$ cat config.mk
export PLATFORM = sky130hd
export DESIGN_NAME = timing_loop_ctrl
export DESIGN_NICKNAME = d
export VERILOG_FILES = /design/src/rtl/timing_loop_ctrl.sv
export SDC_FILE = /design/constraint.sdc
export NUM_CORES = 1
export LEC_CHECK = 0
export ABC_AREA = 1
export BUFFER_PORTS_ARGS = -buffer_cell sky130_fd_sc_hd__buf_2
export CORE_MARGIN = 3
export CORE_UTILIZATION = 35
export CTS_CLUSTER_SIZE = 10
export DETAILED_ROUTE_END_ITERATION = 12
export PLACE_DENSITY = 0.58
export SLEW_MARGIN = 20
export SYNTH_ARGS = -nofsm -noshare
export SYNTH_HDL_FRONTEND = slang
export SYNTH_SLANG_ARGS = --single-unit
$ cat constraint.sdc
create_clock -name clk -period 2.8 [get_ports clk]
set_input_delay 0.28 -clock clk [delete_from_list [all_inputs] [get_ports clk]]
set_output_delay 0.28 -clock clk [all_outputs]
set_load 0.1 [all_outputs]
$ cat src/rtl/timing_loop_ctrl.sv
// Symbol timing recovery sequencer: windows mean |TED error| per mk strobe and
// steps IDLE -> FLUSH -> ACQ <-> TRACK, driving loop-filter clear, gain select and lock.
module timing_loop_ctrl #(
  parameter int unsigned           DATA_WIDTH  = 16,
  parameter int unsigned           WIN_LOG2    = 6,
  parameter logic [DATA_WIDTH-1:0] LOCK_THR    = 16'd512,
  parameter logic [DATA_WIDTH-1:0] UNLOCK_THR  = 16'd2048,
  parameter int unsigned           LOCK_WINS   = 4,
  parameter int unsigned           UNLOCK_WINS = 2,
  parameter int unsigned           ACQ_TIMEOUT = 32,
  parameter int unsigned           FLUSH_CYC   = 8
) (
  input  logic                         clk,
  input  logic                         rstn,
  input  logic                         enable,
  input  logic                         mk,
  input  logic signed [DATA_WIDTH-1:0] ted_err,
  output logic                         lf_clr,
  output logic                         gain_sel,
  output logic                         locked,
  output logic                         sym_valid,
  output logic        [DATA_WIDTH-1:0] err_avg,
  output logic        [1:0]            state,
  output logic        [7:0]            retry_cnt
);

  localparam int unsigned ACC_W = DATA_WIDTH + WIN_LOG2;
  localparam int unsigned GW    = $clog2(LOCK_WINS + 1);
  localparam int unsigned BW    = $clog2(UNLOCK_WINS + 1);
  localparam int unsigned WW    = $clog2(ACQ_TIMEOUT + 1);
  localparam int unsigned FW    = $clog2(FLUSH_CYC + 1);

  localparam logic [GW-1:0] GOOD_LAST  = GW'(LOCK_WINS - 1);
  localparam logic [BW-1:0] BAD_LAST   = BW'(UNLOCK_WINS - 1);
  localparam logic [WW-1:0] WIN_LAST   = WW'(ACQ_TIMEOUT - 1);
  localparam logic [FW-1:0] FLUSH_LAST = FW'(FLUSH_CYC - 1);

  typedef enum logic [1:0] {
    IDLE  = 2'd0,
    FLUSH = 2'd1,
    ACQ   = 2'd2,
    TRACK = 2'd3
  } state_t;

  state_t                st, st_n;
  logic [FW-1:0]         flush_cnt, flush_n;
  logic [ACC_W-1:0]      acc, acc_n;
  logic [WIN_LOG2-1:0]   sym_cnt, sym_n;
  logic [WW-1:0]         win_cnt, win_n;
  logic [GW-1:0]         good_cnt, good_n;
  logic [BW-1:0]         bad_cnt, bad_n;
  logic [DATA_WIDTH-1:0] avg_n;
  logic [7:0]            retry_n;
  logic                  lf_clr_n, gain_sel_n, locked_n, sym_valid_n;

  logic [DATA_WIDTH-1:0] abs_err;
  logic [ACC_W-1:0]      sum;
  logic [DATA_WIDTH-1:0] win_avg;
  logic                  win_done, good_win, bad_win, clear;

  // Most-negative input has no positive twin; clamp it to the largest positive value.
  always_comb begin
    if (!ted_err[DATA_WIDTH-1])
      abs_err = ted_err;
    else if (ted_err == {1'b1, {(DATA_WIDTH-1){1'b0}}})
      abs_err = {1'b0, {(DATA_WIDTH-1){1'b1}}};
    else
      abs_err = -ted_err;
  end

  assign sum      = acc + {{WIN_LOG2{1'b0}}, abs_err};
  assign win_avg  = sum[ACC_W-1:WIN_LOG2];
  assign win_done = mk && (sym_cnt == '1);
  assign good_win = win_avg < LOCK_THR;
  assign bad_win  = win_avg > UNLOCK_THR;

  always_comb begin
    st_n      = st;
    flush_n   = flush_cnt;
    acc_n     = acc;
    sym_n     = sym_cnt;
    win_n     = win_cnt;
    good_n    = good_cnt;
    bad_n     = bad_cnt;
    avg_n     = err_avg;
    retry_n   = retry_cnt;
    clear     = 1'b0;

    if (!enable) begin
      st_n  = IDLE;
      clear = 1'b1;
    end else begin
      case (st)
        IDLE: begin
          st_n  = FLUSH;
          clear = 1'b1;
        end
        FLUSH: begin
          if (flush_cnt == FLUSH_LAST) st_n = ACQ;
          else                         flush_n = flush_cnt + FW'(1);
        end
        default: begin
          if (mk) begin
            sym_n = sym_cnt + WIN_LOG2'(1);
            acc_n = sum;
            if (win_done) begin
              acc_n = '0;
              avg_n = win_avg;
              if (st == ACQ) begin
                win_n  = win_cnt + WW'(1);
                good_n = good_win ? good_cnt + GW'(1) : '0;
                // Lock takes priority over a timeout landing on the same window.
                if (good_win && good_cnt == GOOD_LAST) begin
                  st_n   = TRACK;
                  good_n = '0;
                  bad_n  = '0;
                  win_n  = '0;
                end else if (win_cnt == WIN_LAST) begin
                  st_n  = FLUSH;
                  clear = 1'b1;
                  if (retry_cnt != '1) retry_n = retry_cnt + 8'd1;
                end
              end else begin
                bad_n = bad_win ? bad_cnt + BW'(1) : '0;
                if (bad_win && bad_cnt == BAD_LAST) begin
                  st_n   = ACQ;
                  good_n = '0;
                  bad_n  = '0;
                  win_n  = '0;
                end
              end
            end
          end
        end
      endcase
    end

    if (clear) begin
      flush_n = '0;
      acc_n   = '0;
      sym_n   = '0;
      win_n   = '0;
      good_n  = '0;
      bad_n   = '0;
    end

    lf_clr_n    = (st_n == FLUSH);
    gain_sel_n  = (st_n == FLUSH) || (st_n == ACQ);
    locked_n    = (st_n == TRACK);
    sym_valid_n = mk && (st == TRACK) && (st_n == TRACK);
  end

  always_ff @(posedge clk or negedge rstn) begin
    if (!rstn) begin
      st        <= IDLE;
      flush_cnt <= '0;
      acc       <= '0;
      sym_cnt   <= '0;
      win_cnt   <= '0;
      good_cnt  <= '0;
      bad_cnt   <= '0;
      err_avg   <= '0;
      retry_cnt <= '0;
      lf_clr    <= 1'b0;
      gain_sel  <= 1'b0;
      locked    <= 1'b0;
      sym_valid <= 1'b0;
    end else begin
      st        <= st_n;
      flush_cnt <= flush_n;
      acc       <= acc_n;
      sym_cnt   <= sym_n;
      win_cnt   <= win_n;
      good_cnt  <= good_n;
      bad_cnt   <= bad_n;
      err_avg   <= avg_n;
      retry_cnt <= retry_n;
      lf_clr    <= lf_clr_n;
      gain_sel  <= gain_sel_n;
      locked    <= locked_n;
      sym_valid <= sym_valid_n;
    end
  end

  assign state = st;

endmodule

==> metrics.md, run 1 <==
| Metric | Value |
|---|---|
| Status | `complete, but fails checks` |
| Failing checks | `setup timing` |
| Worst-path clk slew | `60 ps` |
| Post-synth top area cell | `dfrtp_1` |
| Worst-skew pair later-pin latency | `340 ps` |
| Initial antenna violation count | `0` |
| Final setup violation count | `38` |
| Initial Util | `36.1%` |
| Number of CTS-inserted buffers | `9` |
| Routed Antenna Nets | `0` |
| Placement Rows | `44` |
| Grt met3 use | `3.30%` |
| Total Wirelength | `15,600 µm` |
| Power density cells | `402 nW/µm²` |
| Core area | `14,700 µm²` |
| Synth Register Bits | `73` |
| Vias in the first global route | `5,302` |
| Met1 Usage GRT | `25.2%` |
| Longest Clk Path Bufs | `2` |
| Mapped cell area | `5310 µm²` |
| VDD IR max | `0.000420 V` |
| Final Hold Viols | `0` |
| Hpwl dp | `11,100 µm` |
| Grt peak-use layer | `met2` |
| CP max FO | `7` |
| DRC | `0` |
| Number of port buffers | `49` |
| Final Skew | `6.56 ps` |
| Diodes inserted | `0` |
| Vias | `5,512` |
| Die span in y | `129 µm` |
| Area contributors post-synth | `dfrtp_1 (34%), nand2_1 (17%), inv_1 (9.1%)` |
| Root Driver | `clkbuf_16` |
| CTS H-tree lvls | `3` |
| RSZ-0062 raised after global routing | `true` |
| Ports | `50` |
| Avg Inst Size Synth | `6.72 µm²` |
| Max-slew violation count | `0` |
| Cell variety after synth | `35` |
| Nets | `1,004` |
| Tcrit/Tclk final | `128%` |
| Relative slew slack | `36.5%` |
| Fin area | `7780 µm²` |
| Worst stage delay on the critical path | `360 ps` |
| Area growth, synth to finish | `46.7%` |
| First-pass GRT wire length | `25,400 µm` |
| Ratio of cells with drive above 1 in the final layout | `35.5%` |
| Worst Setup End Kind | `flop` |
| Pleak | `0.00401 µW` |
| Worst setup margin | `-771 ps` |
| CP max-delay cell | `fa_2` |
| CP required | `3080 ps` |
| Cts hold-fix bufs | `0` |
| Global route overflow | `0` |
| Sequential-to-total area share from yosys stat | `34.4%` |
| Worst setup SP type | `primary input` |
| Syn Nets | `838` |
| Die area | `16,700 µm²` |
| DRT Pass-1 Iters | `4` |
| Filler instances | `1,407` |
| Fraction of registers with async set or reset after synthesis | `100%` |
| Largest net degree at the start of global routing | `74` |
| TritonCTS clock tree | `built` |
| EDFF count, synth | `0` |
| Measured slew at the worst slew-check pin | `953 ps` |
| Sink Count | `73` |
| Layout Utilization | `53.0%` |
| Worst hold path class | `in2async` |
| Iter 0 DRT Violations | `350` |
| Post-Synthesis Cells | `790` |
| Synth warnings | `0` |
| Fmax | `280 MHz` |
| All-Layer GR Usage | `19.0%` |
| Met2 Track Usage GR | `31.8%` |
| Vias per Instance | `4.81` |
| Final min period | `3570 ps` |
| Die width | `129 µm` |
| Kind of critical path | `in2reg` |
| Wire length per cell | `13.6 µm` |
| Yosys top cell area share | `34.4%` |
| RePlAce Congestion | `0.884` |
| Total of max-cap violations | `0` |
| Placed cell area | `6460 µm²` |
| Ys flop type | `dfrtp_1` |
| Worst EP arrival | `3850 ps` |
## logic make-up after synthesis
group / Yosys count / share of synthesized area (%)
AOI/OAI and AO/OA: 75 / 7.90
xor gates and xnor gates: 20 / 3.30
adders and majority gates: 28 / 6.75
buffers and inverters: 143 / 10.6
DFF: 73 / 34.4
and+or+nand+nor: 451 / 37.1
## sequential cells by signal (all words and copies together) (netlist names)
name	flops
acc	22
retry_cnt	8
sym_valid	1
err_avg	16
locked	1
lf_clr	1
good_cnt	3
gain_sel	1
bad_cnt	2
win_cnt	6
state	2
sym_cnt	6
flush_cnt	4
## repair_timing
item                       CTS  global route
setup endpoints to repair   52            70
setup buffers               20            10
gates cloned                 2             3
gates resized for setup     36           143
pin swaps                   15            43
## final timing paths
path | start | cells past startpoint | end | slack, ps
worst max-delay path | ted_err[0] | 34 | sym_valid | -770
worst min-delay path | rstn | 1 | acc[9] | 80
worst max register to register | acc[0] | 22 | sym_valid | -40
worst min register to register | err_avg[7] | 2 | err_avg[7] | 480
max in group asynchronous | rstn | 1 | win_cnt[5] | 2100
min in group clk | mk | 3 | sym_valid | 210
## through the flow
step	hold slack (ps)	std cells	worst slack, ps	total power, µW	TNS (ps)
final	84.6	1145	-771	3130	-23010
after global routing	162	1145	-1030	3280	-33150
after CTS	124	1132	-711	3030	-22700
after detailed placement	468	1095	-1280	1710	-49860
after global placement	464	1095	-1190	1700	-44510
after floorplan	-15.6	790	-919	1450	-22400
## cell usage after synthesis, types with 4 or more instances
master    instances
inv_1           128
a21oi_1          12
nor2_2            5
xnor2_1           5
o31ai_1           4
o22ai_1           7
nand3b_1          5
nand3_1          60
or2_2             5
nand2_2          10
ha_1             27
nand4_1          34
and2_1            4
dfrtp_1          73
clkbuf_1         10
o21ai_0          46
xor2_1           15
nand2_1         238
nor2_1           73
nor3_1           12
## routing by layer
| layer | part of all wire [%] | vias to the layer above | routed length, µm |
|---|---|---|---|
| met1 | 46 | 2554 | 7180 |
| met4 | 1.2 | 0 | 180 |
| met5 | 0 | - | 0 |
| met2 | 49 | 86 | 7640 |
| li1 | - | 2857 | - |
| met3 | 3.8 | 15 | 595 |
## worst max-delay path: cells and delay by family
| family | cells | cell delay, ps |
|---|---|---|
| AOI/OAI and AO/OA | 1 | 240 |
| buffers and inverters | 9 | 790 |
| adders and majority gates | 4 | 760 |
| and+or+nand+nor | 20 | 1740 |
## report_power, final
group / leakage, µW / switching [µW] / internal, µW
clock: 0.000151 / 468 / 805
combinational: 0.00286 / 434 / 324
sequential: 0.000993 / 23.2 / 1080
total: 0.00401 / 925 / 2210
## final cells by class
class | instances | area (µm²) | share of cell area, %
Multi-Input combinational cell | 575 | 3630 | 46.6
Sequential cell | 73 | 1830 | 23.5
Timing Repair Buffer | 168 | 1260 | 16.2
Inverter | 129 | 503 | 6.46
Clock buffer | 10 | 239 | 3.07
Tap cell | 184 | 230 | 2.96
Clock inverter | 6 | 91.3 | 1.17
## layout by cell type, fill, tap and decap left out, drive strengths merged
master,count
clkinv,1
nor4,1
xnor2,5
buf,166
nand4,34
a22o,1
fa,1
a31oi,1
nand3b,5
and2,4
inv,129
xor2,15
clkbuf,12
bufinv,2
dfrtp,73
ha,27
nor3,12
nand2,249
clkinvlp,3
or3,1
a32o,1
nor2,79
nand3,60
o21ai,47
o22ai,7
nor3b,1
a21oi,14
or2,6
o31ai,4
No activity file was read; power rests on OpenSTA's default activity.
==> run 2, diff against run 1 <==
- RECOVER_POWER: default -> 50
==> metrics.md, run 2 (synthesis gave the netlist of run 1 again) <==
| Metric | Value |
|---|---|
| Longest Clk Path Bufs | `2 (unchanged)` |
| Worst hold path class | `in2reg (was in2async)` |
| Sequential power share | `35.2% (about the same)` |
| Root Driver | `clkbuf_16 (unchanged)` |
| Worst Setup End Kind | `flop (unchanged)` |
| Largest regs | `acc (22), err_avg (16), retry_cnt (8) (unchanged)` |
| Area growth, synth to finish | `46.7% (about the same)` |
| Max reg flops | `22 (unchanged)` |
| Worst EP arrival | `3850 ps (about the same)` |
| Initial antenna violation count | `0 (unchanged)` |
| Worst setup margin | `-771 ps (unchanged)` |
| RSZ-0062 raised after global routing | `true (unchanged)` |
| Layout Utilization | `52.9% (was 53.0%)` |
| Vias in the first global route | `5,302 (unchanged)` |
| Fmax | `280 MHz (unchanged)` |
| Tcrit/Tclk final | `128% (unchanged)` |
| First-pass GRT wire length | `25,400 µm (unchanged)` |
| Diodes inserted | `0 (unchanged)` |
| Die width | `129 µm (unchanged)` |
| Flop-to-flop setup slack | `-40 ps (about the same)` |
| CP max FO | `7 (unchanged)` |
| Final setup violation count | `38 (unchanged)` |
| Max-slew violation count | `74 (was 0)` |
| Status | `complete, but fails checks (unchanged)` |
| NetSw | `925 µW (about the same)` |
| Total Wirelength | `15,600 µm (about the same)` |
| Hpwl dp | `11,100 µm (unchanged)` |
| CP required | `3080 ps (about the same)` |
| Ratio of cells with drive above 1 in the final layout | `35.5% (unchanged)` |
| Number of CTS-inserted buffers | `9 (unchanged)` |
| Most used cells in the layout excluding fill and tap cells | `nand2_1 (196), inv_1 (114), buf_4 (100), dfrtp_1 (73), nor2_1 (52) (was nand2_1 (196), inv_1 (114), buf_4 (101), dfrtp_1 (73), nor2_1 (52))` |
| Relative slew slack | `-25.1% (was 36.5%)` |
| Vias per Instance | `4.81 (unchanged)` |
| Most common cell after layout, fill and taps aside | `nand2_1 (unchanged)` |
| Final Hold Viols | `0 (unchanged)` |
| Power density cells | `402 nW/µm² (about the same)` |
| Routed Antenna Nets | `0 (unchanged)` |
| Sw Ratio | `29.5% (about the same)` |
| Filler instances | `1,408 (was 1,407)` |
| Final min period | `3570 ps (unchanged)` |
| Pleak | `0.00401 µW (about the same)` |
| Global route overflow | `0 (unchanged)` |
| WHS | `210 ps (was 84.6 ps)` |
| Biggest register | `acc (unchanged)` |
| Pint | `2210 µW (about the same)` |
| DRT Pass-1 Iters | `4 (unchanged)` |
| Die area | `16,700 µm² (unchanged)` |
| VDD IR max | `0.000420 V (about the same)` |
| Number of port buffers | `49 (unchanged)` |
| Kind of critical path | `in2reg (unchanged)` |
| CP delay by family, top | `simple AND/OR/NAND/NOR gates (unchanged)` |
| Worst-path clk slew | `60 ps (about the same)` |
| Nets | `1,004 (unchanged)` |
| Comb power frac | `24.2% (about the same)` |
| Core area | `14,700 µm² (unchanged)` |
| CP max-delay cell | `fa_2 (unchanged)` |
| Largest net degree at the start of global routing | `74 (unchanged)` |
| Worst stage delay on the critical path | `360 ps (about the same)` |
| Die span in y | `129 µm (unchanged)` |
| Initial Util | `36.1% (unchanged)` |
| Total of max-cap violations | `1 (was 0)` |
| CTS H-tree lvls | `3 (unchanged)` |
| Ports | `50 (unchanged)` |
| Final Skew | `6.56 ps (unchanged)` |
| Measured slew at the worst slew-check pin | `1880 ps (was 953 ps)` |
| Failing checks | `capacitance limit, slew limit, setup timing (was setup timing)` |
| Clock share of power | `40.7% (was 40.6%)` |
| WP buf/inv | `9 (unchanged)` |
| Iter 0 DRT Violations | `350 (unchanged)` |
| RePlAce Congestion | `0.884 (unchanged)` |
| Vias | `5,512 (unchanged)` |
| All-Layer GR Usage | `19.0% (unchanged)` |
| Worst-skew pair later-pin latency | `340 ps (about the same)` |
| TritonCTS clock tree | `built (unchanged)` |
| Wire length per cell | `13.6 µm (about the same)` |
| Sink Count | `73 (unchanged)` |
| Worst setup SP type | `primary input (unchanged)` |
| DRC | `0 (unchanged)` |
| Placement Rows | `44 (unchanged)` |
run 2: repair_timing:
item                                    4_1_cts  5_1_grt
cloned                                        2        3
hold buffers                                  0        0
gates resized for setup                      36      143
buffers inserted                             20       10
endpoints found under the setup margin       52       70
endpoints found under the hold margin         0        0
pin swaps                                    15       43
run 2: final cells by class:
type / count / area (µm²) / area share [%]
clock buffers: 10 / 239 / 3.07
multi-input cells: 575 / 3630 / 46.6
inverters: 129 / 503 / 6.46
clock inverters: 6 / 91.3 / 1.17
well taps: 184 / 230 / 2.96
flip-flops and latches: 73 / 1830 / 23.5
repair buffers: 168 / 1260 / 16.2
run 2: path summary, 6_finish.rpt:
path,start,end,cells past startpoint
min,mk,sym_valid,3
max in group asynchronous,rstn,win_cnt[5],1
max,ted_err[0],sym_valid,34
max reg2reg,acc[0],sym_valid,22
min in group asynchronous,rstn,acc[9],1
min reg2reg,err_avg[7],err_avg[7],2
run 2: through the flow:
stage | cell area [µm²] | setup WS [ps] | cells | TNS, ps | power (µW)
3_3_place_gp | 6460 | -1190 | 1095 | -44510 | 1700
4_1_cts | 7090 | -711 | 1132 | -22700 | 3030
6_report | 7780 | -771 | 1145 | -23010 | 3130
5_1_grt | 7780 | -1030 | 1145 | -33150 | 3280
3_5_place_dp | 6460 | -1280 | 1095 | -49860 | 1710
2_1_floorplan | 5420 | -919 | 790 | -22400 | 1450
run 2: power groups by stage:
stage	clock network, µW	registers, µW	logic (µW)
CTS	1310	1100	623
global route	1350	1100	827
floorplan	0	1160	291
detailed placement	0	1110	591
finish	1270	1100	757
global placement	0	1110	589
run 2: routing by layer:
layer | GRT usage (%) | up-vias | wire, µm
li1 | - | 2857 | -
met1 | 25.2 | 2554 | 7180
met2 | 31.8 | 86 | 7640
met3 | 3.30 | 15 | 595
met4 | 5.44 | 0 | 180
met5 | 0 | - | 0
run 2: worst reg2reg max path: stages (launching register included):
cell and delay (ps):
dfrtp_1 390, ha_4 150, inv_2 30, fa_2 360, inv_2 90, nand3_2 60, nand2_2 100, nand2_2 70
nand2_4 80, nand2_4 60, nand2_4 70, nand2_2 50, nand2_2 100, nand2_4 70, nor2_4 100, nand4_1 110
buf_6 160, nand3_4 60, nand3_4 80, a21oi_4 240, ha_4 180, nand2_1 50, nor2_1 100
==> run 3, diff against run 2 <==
- BUFFER_PORTS_ARGS: -buffer_cell sky130_fd_sc_hd__buf_2 -> default
- DONT_BUFFER_PORTS: default -> 1
- PLACE_DENSITY: 0.58 -> 0.55
==> metrics.md, run 3 (synthesis gave the netlist of run 1 again) <==
| Metric | Value |
|---|---|
| Die area | `16,700 µm² (unchanged)` |
| Tcrit/Tclk final | `123% (was 128%)` |
| Most common cell after layout, fill and taps aside | `nand2_1 (unchanged)` |
| All-Layer GR Usage | `19.0% (about the same)` |
| Vias per Instance | `4.89 (was 4.81)` |
| Wire length per cell | `14.0 µm (was 13.6 µm)` |
| Worst hold path class | `in2reg (unchanged)` |
| Worst setup margin | `-648 ps (was -771 ps)` |
| Final min period | `3450 ps (was 3570 ps)` |
| Multi-input logic area | `3620 µm² (was 3630 µm²)` |
| DRT Pass-1 Iters | `4 (unchanged)` |
| Ratio of cells with drive above 1 in the final layout | `31.2% (was 35.5%)` |
| Most used cells in the layout excluding fill and tap cells | `nand2_1 (196), inv_1 (113), buf_4 (93), dfrtp_1 (73), nor2_1 (48) (was nand2_1 (196), inv_1 (114), buf_4 (100), dfrtp_1 (73), nor2_1 (52))` |
| Placement Rows | `44 (unchanged)` |
| TritonCTS clock tree | `built (unchanged)` |
| Flop-to-flop setup slack | `-30 ps (was -40 ps)` |
| Status | `complete, but fails checks (unchanged)` |
| Sequential cell area | `1830 µm² (unchanged)` |
| Fin cells | `1,085 (was 1,145)` |
| Initial Util | `36.1% (unchanged)` |
| Root Driver | `clkbuf_16 (unchanged)` |
| Longest Clk Path Bufs | `2 (unchanged)` |
| Pre-CTS setup slack | `-1090 ps (was -1280 ps)` |
| Nets | `945 (was 1,004)` |
| RSZ-0062 raised after global routing | `true (unchanged)` |
| Final Hold Viols | `0 (unchanged)` |
| Total of max-cap violations | `1 (unchanged)` |
| Total Wirelength | `15,200 µm (was 15,600 µm)` |
| Crit-path most repeated cell | `nand2_4` |
| Power density cells | `406 nW/µm² (was 402 nW/µm²)` |
| Pleak | `0.00375 µW (was 0.00401 µW)` |
| Worst setup SP type | `primary input (unchanged)` |
| Worst-skew pair later-pin latency | `340 ps (about the same)` |
| Worst EP arrival | `3720 ps (was 3850 ps)` |
| Largest regs | `acc (22), err_avg (16), retry_cnt (8) (unchanged)` |
| Sink Count | `73 (unchanged)` |
| Die span in y | `129 µm (unchanged)` |
| Diodes inserted | `0 (unchanged)` |
| Worst stage delay on the critical path | `360 ps (about the same)` |
| Iter 0 DRT Violations | `290 (was 350)` |
| CP max-delay cell | `fa_2 (unchanged)` |
| Dpl cells | `1,040 (was 1,095)` |
| Area growth, synth to finish | `39.8% (was 46.7%)` |
| Core area | `14,700 µm² (unchanged)` |
| Crit path launch | `ted_err[1] (was ted_err[0])` |
| CTS H-tree lvls | `3 (unchanged)` |
| Worst Setup End Kind | `flop (unchanged)` |
| VDD IR max | `0.000279 V (was 0.000420 V)` |
| Final setup violation count | `35 (was 38)` |
| RePlAce Congestion | `0.873 (was 0.884)` |
| Reg2reg start | `acc[0] (unchanged)` |
| Failing checks | `capacitance limit, slew limit, setup timing (unchanged)` |
| Measured slew at the worst slew-check pin | `1850 ps (was 1880 ps)` |
| Global route overflow | `0 (unchanged)` |
| CP delay by family, top | `simple AND/OR/NAND/NOR gates (unchanged)` |
| Max reg flops | `22 (unchanged)` |
| Worst-path clk slew | `60 ps (about the same)` |
| Max-slew violation count | `74 (unchanged)` |
| Fmax | `290 MHz (was 280 MHz)` |
| Vias | `5,310 (was 5,512)` |
| Routed Antenna Nets | `0 (unchanged)` |
| Initial antenna violation count | `0 (unchanged)` |
| Critical Path End | `win_cnt[2] (was sym_valid)` |
| Hpwl dp | `11,000 µm (was 11,100 µm)` |
| CP required | `3070 ps (was 3080 ps)` |
| Number of port buffers | `0 (was 49)` |
| Number of CTS-inserted buffers | `9 (unchanged)` |
| First-pass GRT wire length | `25,400 µm (about the same)` |
| Vias in the first global route | `5,254 (was 5,302)` |
| Stages on the worst setup path | `32 (was 34)` |
| Die width | `129 µm (unchanged)` |
| Relative slew slack | `-23.4% (was -25.1%)` |
| Largest net degree at the start of global routing | `74 (unchanged)` |
| Kind of critical path | `in2reg (unchanged)` |
| Filler instances | `1,426 (was 1,408)` |
| WP buf/inv | `10 (was 9)` |
| Depth of the worst register-to-register path | `21 (was 22)` |
| Final Skew | `5.76 ps (was 6.56 ps)` |
| CP max FO | `5 (was 7)` |
| Biggest register | `acc (unchanged)` |
| RR Endpoint | `win_cnt[2] (was sym_valid)` |
| Ports | `50 (unchanged)` |
| DRC | `0 (unchanged)` |
[run 3: cell count changes in the layout (fill, tap and decap cells not counted), sizes merged]
cell	previous run	this run
buf	165	105
clkbuf	13	15
clkinv	1	2
clkinvlp	3	0
dlygate4sd3	0	1
inv	129	128
[run 3: repair_timing]
item                       4_1_cts  5_1_grt
gates resized for setup         62      106
buffers inserted                20        6
hold buffers                     2        0
setup endpoints to repair       35       60
hold endpoints to repair        73        0
pin swaps                       13       36
gates cloned                     3        2
[run 3: stage by stage]
step	setup TNS (ps)	total power, µW	utilization [%]	hold slack [ps]	cell area (µm²)
final	-18460	3010	50.4	71.6	7410
after global routing	-28770	3150	50.4	88.1	7410
after CTS	-15310	2970	47.4	56.9	6970
after detailed placement	-38280	1630	42.0	-12.6	6170
after global placement	-34720	1630	42.0	-12.9	6170
after floorplan	-22400	1450	-	-15.6	5420
[run 3: per-layer routing]
metal	GRT usage [%]	vias up	wire length (µm)
met5	0	-	0
met4	6.30	0	321
met3	4.12	21	550
met2	31.8	84	7490
met1	24.3	2468	6830
li1	-	2737	-
[run 3: where the power goes]
part | internal, µW | switching, µW
Combinational | 280 | 376
Sequential | 1080 | 49.7
Clock | 798 | 427
[run 3: area by class of cell]
cell class                 count  share of cell area (%)
tap                          184                    3.10
timing repair buffer         109                    12.3
clock buffer                  12                    3.32
clock inverter                 3                   0.877
inverter                     129                    6.99
multi-input combinational    575                    48.8
sequential                    73                    24.6
[run 3: how the worst min path moves through the flow]
stage | from | end | slack [ps] | depth (start not counted)
2_1_floorplan | rstn | acc[0] | -20 | 0
3_3_place_gp | rstn | acc[11] | -10 | 0
3_5_place_dp | rstn | acc[11] | -10 | 0
4_1_cts | mk | sym_valid | 60 | 2
5_1_grt | mk | sym_valid | 90 | 2
6_report | mk | sym_valid | 70 | 2
